<file path="config.mk">
export PLATFORM = sky130hd
export DESIGN_NAME = clk_vga_1024_768
export DESIGN_NICKNAME = d
export VERILOG_FILES = /design/src/rtl/clk_vga_pkg.sv /design/src/rtl/phase_acc.sv /design/src/rtl/clk_vga_1024_768.sv
export SDC_FILE = /design/constraint.sdc
export NUM_CORES = 1
export LEC_CHECK = 0
export ABC_AREA = 1
export BUFFER_PORTS_ARGS = -buffer_cell sky130_fd_sc_hd__buf_2
export CORE_AREA = 5 5 42 44
export CTS_CLUSTER_SIZE = 14
export DETAILED_ROUTE_END_ITERATION = 6
export DIE_AREA = 0 0 47 49
export PLACE_DENSITY = 0.5
export REMOVE_ABC_BUFFERS = 1
export SLEW_MARGIN = 20
export SYNTH_ARGS = -nofsm -noshare
export SYNTH_HDL_FRONTEND = slang
export SYNTH_SLANG_ARGS = --single-unit
</file>
<file path="constraint.sdc">
create_clock -name clk_in1 -period 2.9 [get_ports clk_in1]
set_input_delay 0.29 -clock clk_in1 [delete_from_list [all_inputs] [get_ports clk_in1]]
set_output_delay 0.29 -clock clk_in1 [all_outputs]
set_load 0.01 [all_outputs]
</file>
<file path="src/rtl/clk_vga_pkg.sv">
// -----------------------------------------------------------------------------
// clk_vga_pkg
// Shared constants for the 1024x768@60 video path and the helper that turns a
// frequency ratio into a phase-accumulator increment.
//   H_*   : horizontal timing in pixels (active / front porch / sync / back porch)
//   V_*   : vertical timing in lines
//   PIX_HZ: nominal pixel clock
//   calc_inc(): round(out_hz * 2^acc_w / in_hz), evaluated at elaboration
// -----------------------------------------------------------------------------
package clk_vga_pkg;

    localparam int H_ACTIVE = 1024;
    localparam int H_FP     = 24;
    localparam int H_SYNC   = 136;
    localparam int H_BP     = 160;
    localparam int H_TOTAL  = 1344;

    localparam int V_ACTIVE = 768;
    localparam int V_FP     = 3;
    localparam int V_SYNC   = 6;
    localparam int V_BP     = 29;
    localparam int V_TOTAL  = 806;

    localparam int PIX_HZ   = 65_000_000;

    // Adding half the divisor before the integer divide gives round-to-nearest.
    function automatic longint unsigned calc_inc(
        input longint unsigned out_hz,
        input longint unsigned in_hz,
        input int unsigned     acc_w
    );
        longint unsigned num;
        num = out_hz << acc_w;
        return (num + (in_hz >> 1)) / in_hz;
    endfunction

endpackage

</file>
<file path="src/rtl/phase_acc.sv">
// -----------------------------------------------------------------------------
// phase_acc
// Free-running phase accumulator. The MSB is the synthesized clock; a
// registered pulse marks the cycle in which the MSB first reads 1.
// Ports:
//   i_clk    : sole clock
//   i_resetn : synchronous active-low reset (clears accumulator and pulse)
//   o_msb    : accumulator MSB, straight from the register
//   o_rise   : one-cycle pulse aligned with the MSB 0->1 transition
// -----------------------------------------------------------------------------
module phase_acc #(
    parameter int               ACC_W = 32,
    parameter logic [ACC_W-1:0] INC   = {1'b1, {(ACC_W-1){1'b0}}}
) (
    input  logic i_clk,
    input  logic i_resetn,
    output logic o_msb,
    output logic o_rise
);

    logic [ACC_W-1:0] r_acc;
    logic             r_rise;
    logic [ACC_W-1:0] w_acc_nxt;

    // Carry out of the top bit is dropped: the accumulator wraps modulo 2^ACC_W.
    assign w_acc_nxt = r_acc + INC;

    always_ff @(posedge i_clk) begin
        if (!i_resetn) begin
            r_acc  <= '0;
            r_rise <= 1'b0;
        end else begin
            r_acc  <= w_acc_nxt;
            // Decided from the next value so the pulse lands in the same
            // cycle the MSB register first shows 1.
            r_rise <= w_acc_nxt[ACC_W-1] & ~r_acc[ACC_W-1];
        end
    end

    assign o_msb  = r_acc[ACC_W-1];
    assign o_rise = r_rise;

endmodule

</file>
<file path="src/rtl/clk_vga_1024_768.sv">
// -----------------------------------------------------------------------------
// clk_vga_1024_768
// Fractional clock synthesizer producing the 1024x768@60 pixel clock from a
// single input clock with a phase accumulator, plus a lock indicator.
// Ports:
//   clk_in1  : input clock (IN_HZ nominal)
//   resetn   : synchronous active-low reset
//   clk_out1 : generated clock, accumulator MSB, register-driven
//   ce_out   : one-cycle clk_in1-domain pulse on each clk_out1 rising transition
//   locked   : high LOCK_CYCLES cycles after reset release, sticky until reset
// -----------------------------------------------------------------------------
module clk_vga_1024_768
    import clk_vga_pkg::*;
#(
    parameter int IN_HZ       = 130_000_000,
    parameter int OUT_HZ      = 65_000_000,
    parameter int ACC_W       = 32,
    parameter int LOCK_CYCLES = 64
) (
    input  logic clk_in1,
    input  logic resetn,
    output logic clk_out1,
    output logic ce_out,
    output logic locked
);

    localparam longint unsigned INC_L =
        calc_inc(64'(OUT_HZ), 64'(IN_HZ), ACC_W);
    localparam logic [ACC_W-1:0] INC = ACC_W'(INC_L);

    localparam int               CNT_W    = $clog2(LOCK_CYCLES + 1);
    localparam logic [CNT_W-1:0] LOCK_MAX = CNT_W'(LOCK_CYCLES);

    // Illegal configurations stop elaboration.
    if (64'(OUT_HZ) * 2 > 64'(IN_HZ)) begin : g_err_ratio
        $error("clk_vga_1024_768: OUT_HZ*2 must not exceed IN_HZ");
    end
    if (INC_L == 0) begin : g_err_inc
        $error("clk_vga_1024_768: increment rounds to zero");
    end
    if (ACC_W < 8) begin : g_err_accw
        $error("clk_vga_1024_768: ACC_W must be at least 8");
    end
    if (LOCK_CYCLES < 1) begin : g_err_lock
        $error("clk_vga_1024_768: LOCK_CYCLES must be at least 1");
    end
    if (H_ACTIVE + H_FP + H_SYNC + H_BP != H_TOTAL ||
        V_ACTIVE + V_FP + V_SYNC + V_BP != V_TOTAL) begin : g_err_timing
        $error("clk_vga_1024_768: video timing constants inconsistent");
    end

    logic             w_msb;
    logic             w_rise;
    logic [CNT_W-1:0] r_lock_cnt;
    logic             r_locked;

    phase_acc #(
        .ACC_W (ACC_W),
        .INC   (INC)
    ) u_phase_acc (
        .i_clk    (clk_in1),
        .i_resetn (resetn),
        .o_msb    (w_msb),
        .o_rise   (w_rise)
    );

    // Lock counter saturates; locked is set on the edge the count reaches
    // LOCK_MAX and is only ever cleared by reset.
    always_ff @(posedge clk_in1) begin
        if (!resetn) begin
            r_lock_cnt <= '0;
            r_locked   <= 1'b0;
        end else begin
            if (r_lock_cnt != LOCK_MAX) begin
                r_lock_cnt <= r_lock_cnt + 1'b1;
            end
            if (r_lock_cnt == LOCK_MAX - 1'b1) begin
                r_locked <= 1'b1;
            end
        end
    end

    assign clk_out1 = w_msb;
    assign ce_out   = w_rise;
    assign locked   = r_locked;

endmodule

</file>
# Word level (Yosys, flattened, before mapping)
# Index checks and enable logic that the tools add are counted.
# Widths: inputs -> output; s select.
[totals] word_cells=10 register_bits=41
[op_classes] n_bitwise=2 n_eq_ne=2 addsub=2
[op_table] op="$add 32x32->32 const B" n=1
[op_table] op="$add 7x1->7 const B" n=1
[op_table] op="$eq 7x6->1 const B" n=1
[op_table] op="$ne 7x7->1 const B" n=1
[op_table] op="$and 1x1->1" n=1
[op_table] op="$not 1->1" n=1

# Logic depth before layout (Yosys ltp)
# Gate-level depths: netlist (run 1).
[depth] depth_word=2 ltp_mapped=7 depth_no_buf=7

# Cells and area by module
# From an unflattened synthesis (run 1), not the netlist that was laid out.
[unflattened] hier_cells=57 hier_area_um2=420.4
[modules_own_cells] module="clk_vga_1024_768" area_per_inst_um2=382.9 seq_area_each_um2=160.2 cells_each=53 instances=1
[modules_own_cells] module="phase_acc" area_per_inst_um2=37.5 seq_area_each_um2=20.0 cells_each=4 instances=1

# Worst setup path before layout (run 1)
# Ideal clock, no wire load.
[synth_path] path_kind="register to register" from="register r_lock_cnt[0]" to="register r_lock_cnt[0]" slack_ps=1905 n_path_buf=0 arrival_ps=883 stages_incl_launch_ff=7 period_less_slack_ps=995 path_cell_list="dfxtp_1 -> inv_1 -> ha_1 -> nand3_1 -> nor2_4 -> nor2_1 -> nor2_1"
[synth_between] elab_chain_len=1 word_cells_on_any_way=2 cone_classes="1 x add/sub; 1 x eq/ne"
[synth_rtl] element="from (decl)" line_no="clk_vga_1024_768.sv:54" text="logic [CNT_W-1:0] r_lock_cnt;"
[synth_rtl] element="from (signal assigned)" line_no="clk_vga_1024_768.sv:75" text="r_lock_cnt <= r_lock_cnt + 1'b1;"
[synth_rtl] element="$add 7x1->7 or $ne 7x7->1 (tied branches)" line_no="clk_vga_1024_768.sv:75, clk_vga_1024_768.sv:74"
# Parallel ways exist; a longest one is shown, timed or not.
# A chain may end at the register's enable or synchronous reset.

# Worst setup path in the final report (run 1)
[layout_path] from="register r_lock_cnt[0]" to="register r_lock_cnt[1]"
# The elaborated chain is that of the path after synthesis.

==> results.json, run 1 <==
{
  "layout_min_cycle_time_ps": 1070,
  "place.gp.congestion": 0.654,
  "grt_pass1_wl_um": 1190,
  "wl_per_cell_um": 8.69,
  "clkSinkCount": 9,
  "clock_latency_ps": 260,
  "gr-usage-met2_pct": 9.50,
  "synthDistinctLibCells": 18,
  "vias": 335,
  "setup.worst_path.class": "flip-flop to flip-flop",
  "grt_overflow_total": 0,
  "antenna-diode-count": 0,
  "n_fill_cell": 150,
  "design_area_um2": 505,
  "relSlewSlack_pct": 82.0,
  "grt_start_max_net_pins": 8,
  "io_pins": 5,
  "worstMarginPinSlew_ps": 270,
  "syn2layout_area_growth_pct": 13.2,
  "crit_path_end_kind": "flip-flop",
  "sequentialPowerShare_pct": 53.2,
  "leakage_nw": 0.196,
  "syn_inst": 57,
  "layout.nets": 69,
  "cts-resized-gates": 0,
  "start_util_pct": 31.9,
  "fin_skew_ps": 4.51,
  "busiest_layer": "met2",
  "intPower_w": 0.000191,
  "hp-class": "primary input to flip-flop",
  "ant_nets": 0,
  "tns_ps": 0,
  "whs_ps": 279,
  "coreArea_um2": 1400,
  "finalHoldViolCount": 0,
  "dieArea_um2": 2300,
  "portBuffers": 4,
  "synth_seq_area_share_pct": 40.3,
  "met3_usage_pct": 3.32,
  "reg2reg_setup_slack_ps": 1830,
  "drt_first_pass_iters": 4,
  "finalMaxSlewViolations": 0,
  "fmax_mhz": 937,
  "status": "finished, final reports clean",
  "die_w_um": 47,
  "htreeDepth": 1,
  "cts_root_buf": "clkbuf_4",
  "die_h_um": 49,
  "pwr-share-clk_pct": 37.8,
  "ys_warn_count": 0,
  "numCtsBuffers": 3,
  "synth.top_cell.area_share_pct": 40.3,
  "grtUsageTotal_pct": 7.33,
  "drc": 0,
  "antenna_found_initial": 0,
  "synth_ff_type": "dfxtp_1",
  "hpwl_um": 559,
  "worstSetupStartpointType": "flip-flop",
  "period_share_pct": 36.8,
  "ctsHoldBuffers": 0,
  "p_sw_share_pct": 23.8,
  "synth_common_cells": "9 x dfxtp_1, 9 x nor2_1, 8 x inv_1, 8 x nand2_1",
  "viasPerCell": 4.19,
  "path_clk_slew_ps": 60,
  "synth_top_cell_by_area": "dfxtp_1",
  "syn-mean-instance-area_um2": 7.84,
  "drive_above_1_share_pct": 28.1,
  "path_max_fanout": 3,
  "grt_util_met1_pct": 9.03,
  "async_flop_share_pct": 0,
  "synth_area_leaders": "dfxtp_1 40%, nor2_1 7.6%, inv_1 6.7%, nand2_1 6.7%, ha_1 5.6%",
  "p_per_area_nw_per_um2": 494,
  "num_rows": 14,
  "grt_pass1_vias": 307,
  "cts_setup_buffers": 0,
  "drt-total-wl_um": 695,
  "rsz0062_at_grt": "no",
  "netlist_area_um2": 447,
  "vdd_drop_max_mv": 0.197,
  "combPwrFrac_pct": 9.0,
  "arrival_ps": 1220,
  "placed_area_um2": 479,
  "synth_edf_count": 0,
  "drtIter0Drc": 2,
  "cts_buffer_depth": 2,
  "setup_viol": 0,
  "required_ps": 3050,
  "ys_seq_elements": 9,
  "maxCapViolCount": 0,
  "switchingPower_w": 0.0000594,
  "cts_tree": "done"
}
flip-flops by register name, indices dropped and copies added (netlist names):
signal              cells
u_phase_acc.o_rise      1
r_lock_cnt              7
locked                  1
layout by cell type (no fill, tap or decap):
cell	synthesis	final
nand3_1	3	3
dfxtp_1	9	9
xnor2_1	2	2
o21ai_0	1	1
clkbuf_4	0	3
nand2_2	2	2
nor2_1	9	9
buf_2	0	4
nand2_1	8	8
nand3_2	2	2
clkbuf_1	0	1
nor2_2	3	3
ha_1	2	2
inv_2	1	1
nor2_4	1	1
nor3_1	1	1
inv_1	8	8
a21oi_1	1	1
a21oi_2	2	2
xor2_1	1	1
final timing paths:
path	from	endpoint	cells past startpoint
max	r_lock_cnt[0]	r_lock_cnt[1]	6
min reg2reg	u_phase_acc.o_rise	u_phase_acc.o_rise	1
max reg2reg	r_lock_cnt[0]	r_lock_cnt[1]	6
min	resetn	r_lock_cnt[1]	3
through the flow:
stage	setup WS, ps	utilization (%)	total power (W)	std cells
global route	1740	36.1	0.000264	80
floorplan	1900	-	0.000152	56
CTS	1820	36.1	0.000256	80
detailed placement	1830	34.2	0.000159	76
global placement	1830	34.2	0.000159	76
finish	1830	36.1	0.000250	80
power groups by stage:
| stage | clock [W] | combinational, W | sequential [W] |
|---|---|---|---|
| 6_report | 0.0000944 | 0.0000225 | 0.000133 |
| 5_1_grt | 0.000105 | 0.0000262 | 0.000133 |
| 4_1_cts | 0.0000998 | 0.0000230 | 0.000133 |
| 3_5_place_dp | 0 | 0.0000228 | 0.000136 |
| 3_3_place_gp | 0 | 0.0000230 | 0.000136 |
| 2_1_floorplan | 0 | 0.0000162 | 0.000136 |
cells by family after synthesis:
logic type	share of synthesized area [%]
XOR/XNOR	5.88
flip-flops	40.3
adder cells (fa/ha/maj)	5.60
AO/OA/AOI/OAI	6.16
AND/OR/NAND/NOR	32.8
buffers and inverters	9.24
routing by layer:
layer	vias to the layer above	wire length, um
li1	186	-
met1	138	335
met4	0	19
met5	-	0
met2	7	302
met3	4	38
worst max-delay path, stage by stage (launching register included):
cell and delay, ps:
dfxtp_1 360, inv_1 80, ha_1 210, nand3_1 130, nor2_4 50, nor2_1 80
nor2_1 50
layout make-up:
cell class                      instances  area (um^2)  area share, %
Inverter                                9         33.8           6.68
Timing Repair Buffer                    4         20.0           3.96
Sequential cell                         9          180           35.6
Multi-Input combinational cell         38          225           44.6
Tap cell                               16         20.0           3.96
Clock buffer                            4         26.3           5.20
Note: power is estimated with default switching activity, not from simulation.
==> inputs of run 2 (changes only) <==
clock period = 1 ns   (was 2.9 ns; I/O delays follow)
==> results.json, run 2 (synthesized netlist as in run 1, its figures left out) <==
{
  "clock_latency_ps": 260,
  "antenna_found_initial": 0,
  "required_ps": 1140,
  "die_w_um": 47,
  "finalMaxSlewViolations": 0,
  "p_sw_share_pct": 26.1,
  "start_util_pct": 31.9,
  "arrival_ps": 1160,
  "leakage_nw": 0.240,
  "intPower_w": 0.000588,
  "antenna-diode-count": 0,
  "grtUsageTotal_pct": 8.82,
  "pwr-share-clk_pct": 35.8,
  "num_rows": 14,
  "switchingPower_w": 0.000208,
  "dieArea_um2": 2300,
  "grt_start_max_net_pins": 8,
  "pre_cts_slack_ps": -59.2,
  "clkSinkCount": 9,
  "fin_skew_ps": 8.03,
  "path_clk_slew_ps": 60,
  "final_cell_mix": "8 x nor2_1, 7 x nand2_1, 6 x inv_1, 6 x dfxtp_1, 5 x buf_4",
  "layout_commonest_cell": "nor2_1",
  "portBuffers": 4,
  "drive_above_1_share_pct": 47.8,
  "drc": 0,
  "layout.nets": 74,
  "hpwl_um": 576,
  "coreArea_um2": 1400,
  "drt_first_pass_iters": 2,
  "combPwrFrac_pct": 14.6,
  "p_per_area_nw_per_um2": 1310,
  "cts_root_buf": "clkbuf_4",
  "cts_buffer_depth": 2,
  "relSlewSlack_pct": 82.4,
  "setup.worst_path.class": "flip-flop to flip-flop",
  "worstMarginPinSlew_ps": 264,
  "regMostFlops": "r_lock_cnt",
  "layout_min_cycle_time_ps": 1020,
  "whs_ps": 63.4,
  "syn2layout_area_growth_pct": 35.9,
  "io_pins": 5,
  "wl_per_cell_um": 10.6,
  "total_power_w": 0.000796,
  "path_max_fanout": 3,
  "period_share_pct": 102,
  "largest_reg_flops": 7,
  "grt_pass1_wl_um": 1430,
  "vias": 376,
  "place.gp.congestion": 0.763,
  "worstSetupStartpointType": "flip-flop",
  "cts_tree": "done",
  "hp-class": "primary input to flip-flop",
  "grt_overflow_total": 0,
  "setup_viol": 1,
  "numCtsBuffers": 3,
  "ant_nets": 0,
  "rsz0062_at_grt": "yes",
  "htreeDepth": 1,
  "setup_slack_ps": -19.4,
  "violations": "negative setup slack",
  "drtIter0Drc": 3,
  "fmax_mhz": 981,
  "status": "finished with violations",
  "ctsHoldBuffers": 0,
  "grt_pass1_vias": 363,
  "die_h_um": 49,
  "drt-total-wl_um": 898,
  "crit_path_end_kind": "flip-flop",
  "finalHoldViolCount": 0,
  "viasPerCell": 4.42,
  "sequentialPowerShare_pct": 49.6,
  "maxCapViolCount": 0,
  "vdd_drop_max_mv": 0.748
}
[run 2: cell types whose count changed in the layout (fill, tap and decap cells not counted), moves of 2 or more]
cell     change
buf_4        +5
dfxtp_1      -3
dfxtp_4      +2
ha_1         -2
ha_4         +2
inv_1        -2
inv_4        +2
nor2_4       +2
[run 2: critical path, cell delays in order (launching register included)]
cell,delay [ps]
dfxtp_4,380
ha_4,160
nand2_4,60
nor2_4,100
xnor2_1,120
nor2_1,70
[run 2: power groups by stage]
stage / Combinational (W) / Sequential (W) / Clock [W]
after floorplan: 0.0000468 / 0.000395 / 0
after detailed placement: 0.0000771 / 0.000393 / 0
after CTS: 0.000104 / 0.000393 / 0.000294
after global routing: 0.000128 / 0.000399 / 0.000309
final: 0.000116 / 0.000395 / 0.000285
after global placement: 0.0000775 / 0.000392 / 0
[run 2: metrics by stage]
| stage | instance area, um^2 | utilization (%) | instances | TNS, ps |
|---|---|---|---|---|
| after detailed placement | 494 | 35.3 | 78 | -188 |
| after floorplan | 439 | - | 56 | 0 |
| after CTS | 571 | 40.7 | 83 | -50.6 |
| after global placement | 494 | 35.3 | 78 | -154 |
| final | 607 | 43.3 | 85 | -19.4 |
| after global routing | 607 | 43.3 | 85 | -270 |
[run 2: final cells by class]
type | instances | area [um^2]
Fill cell | 149 | 795
Clock buffer | 4 | 26.3
Tap cell | 16 | 20.0
Timing Repair Buffer | 9 | 57.6
Inverter | 9 | 38.8
Sequential cell | 9 | 189
Multi-Input combinational cell | 38 | 275
[run 2: layer usage]
layer | part of all wire (%) | GRT usage (%) | wire length, um | vias to the layer above
li1 | - | - | - | 197
met1 | 42 | 9.93 | 374 | 167
met2 | 51 | 13.3 | 457 | 7
met3 | 3.7 | 2.21 | 33 | 5
met4 | 3.6 | 6.91 | 32 | 0
met5 | 0 | 0 | 0 | -
[run 2: final timing paths]
check,start,endpoint,slack (ps),depth (start not counted)
worst min register to register,u_phase_acc.o_rise,u_phase_acc.o_rise,440,1
worst max register to register,r_lock_cnt[0],r_lock_cnt[4],-20,5
worst min-delay path,resetn,r_lock_cnt[0],60,3
worst max-delay path,r_lock_cnt[0],r_lock_cnt[4],-20,5
[run 2: timing repair]
action,4_1_cts,5_1_grt
setup endpoints to repair,6,7
buffers inserted,1,2
pin swaps,4,7
resized for setup,13,6
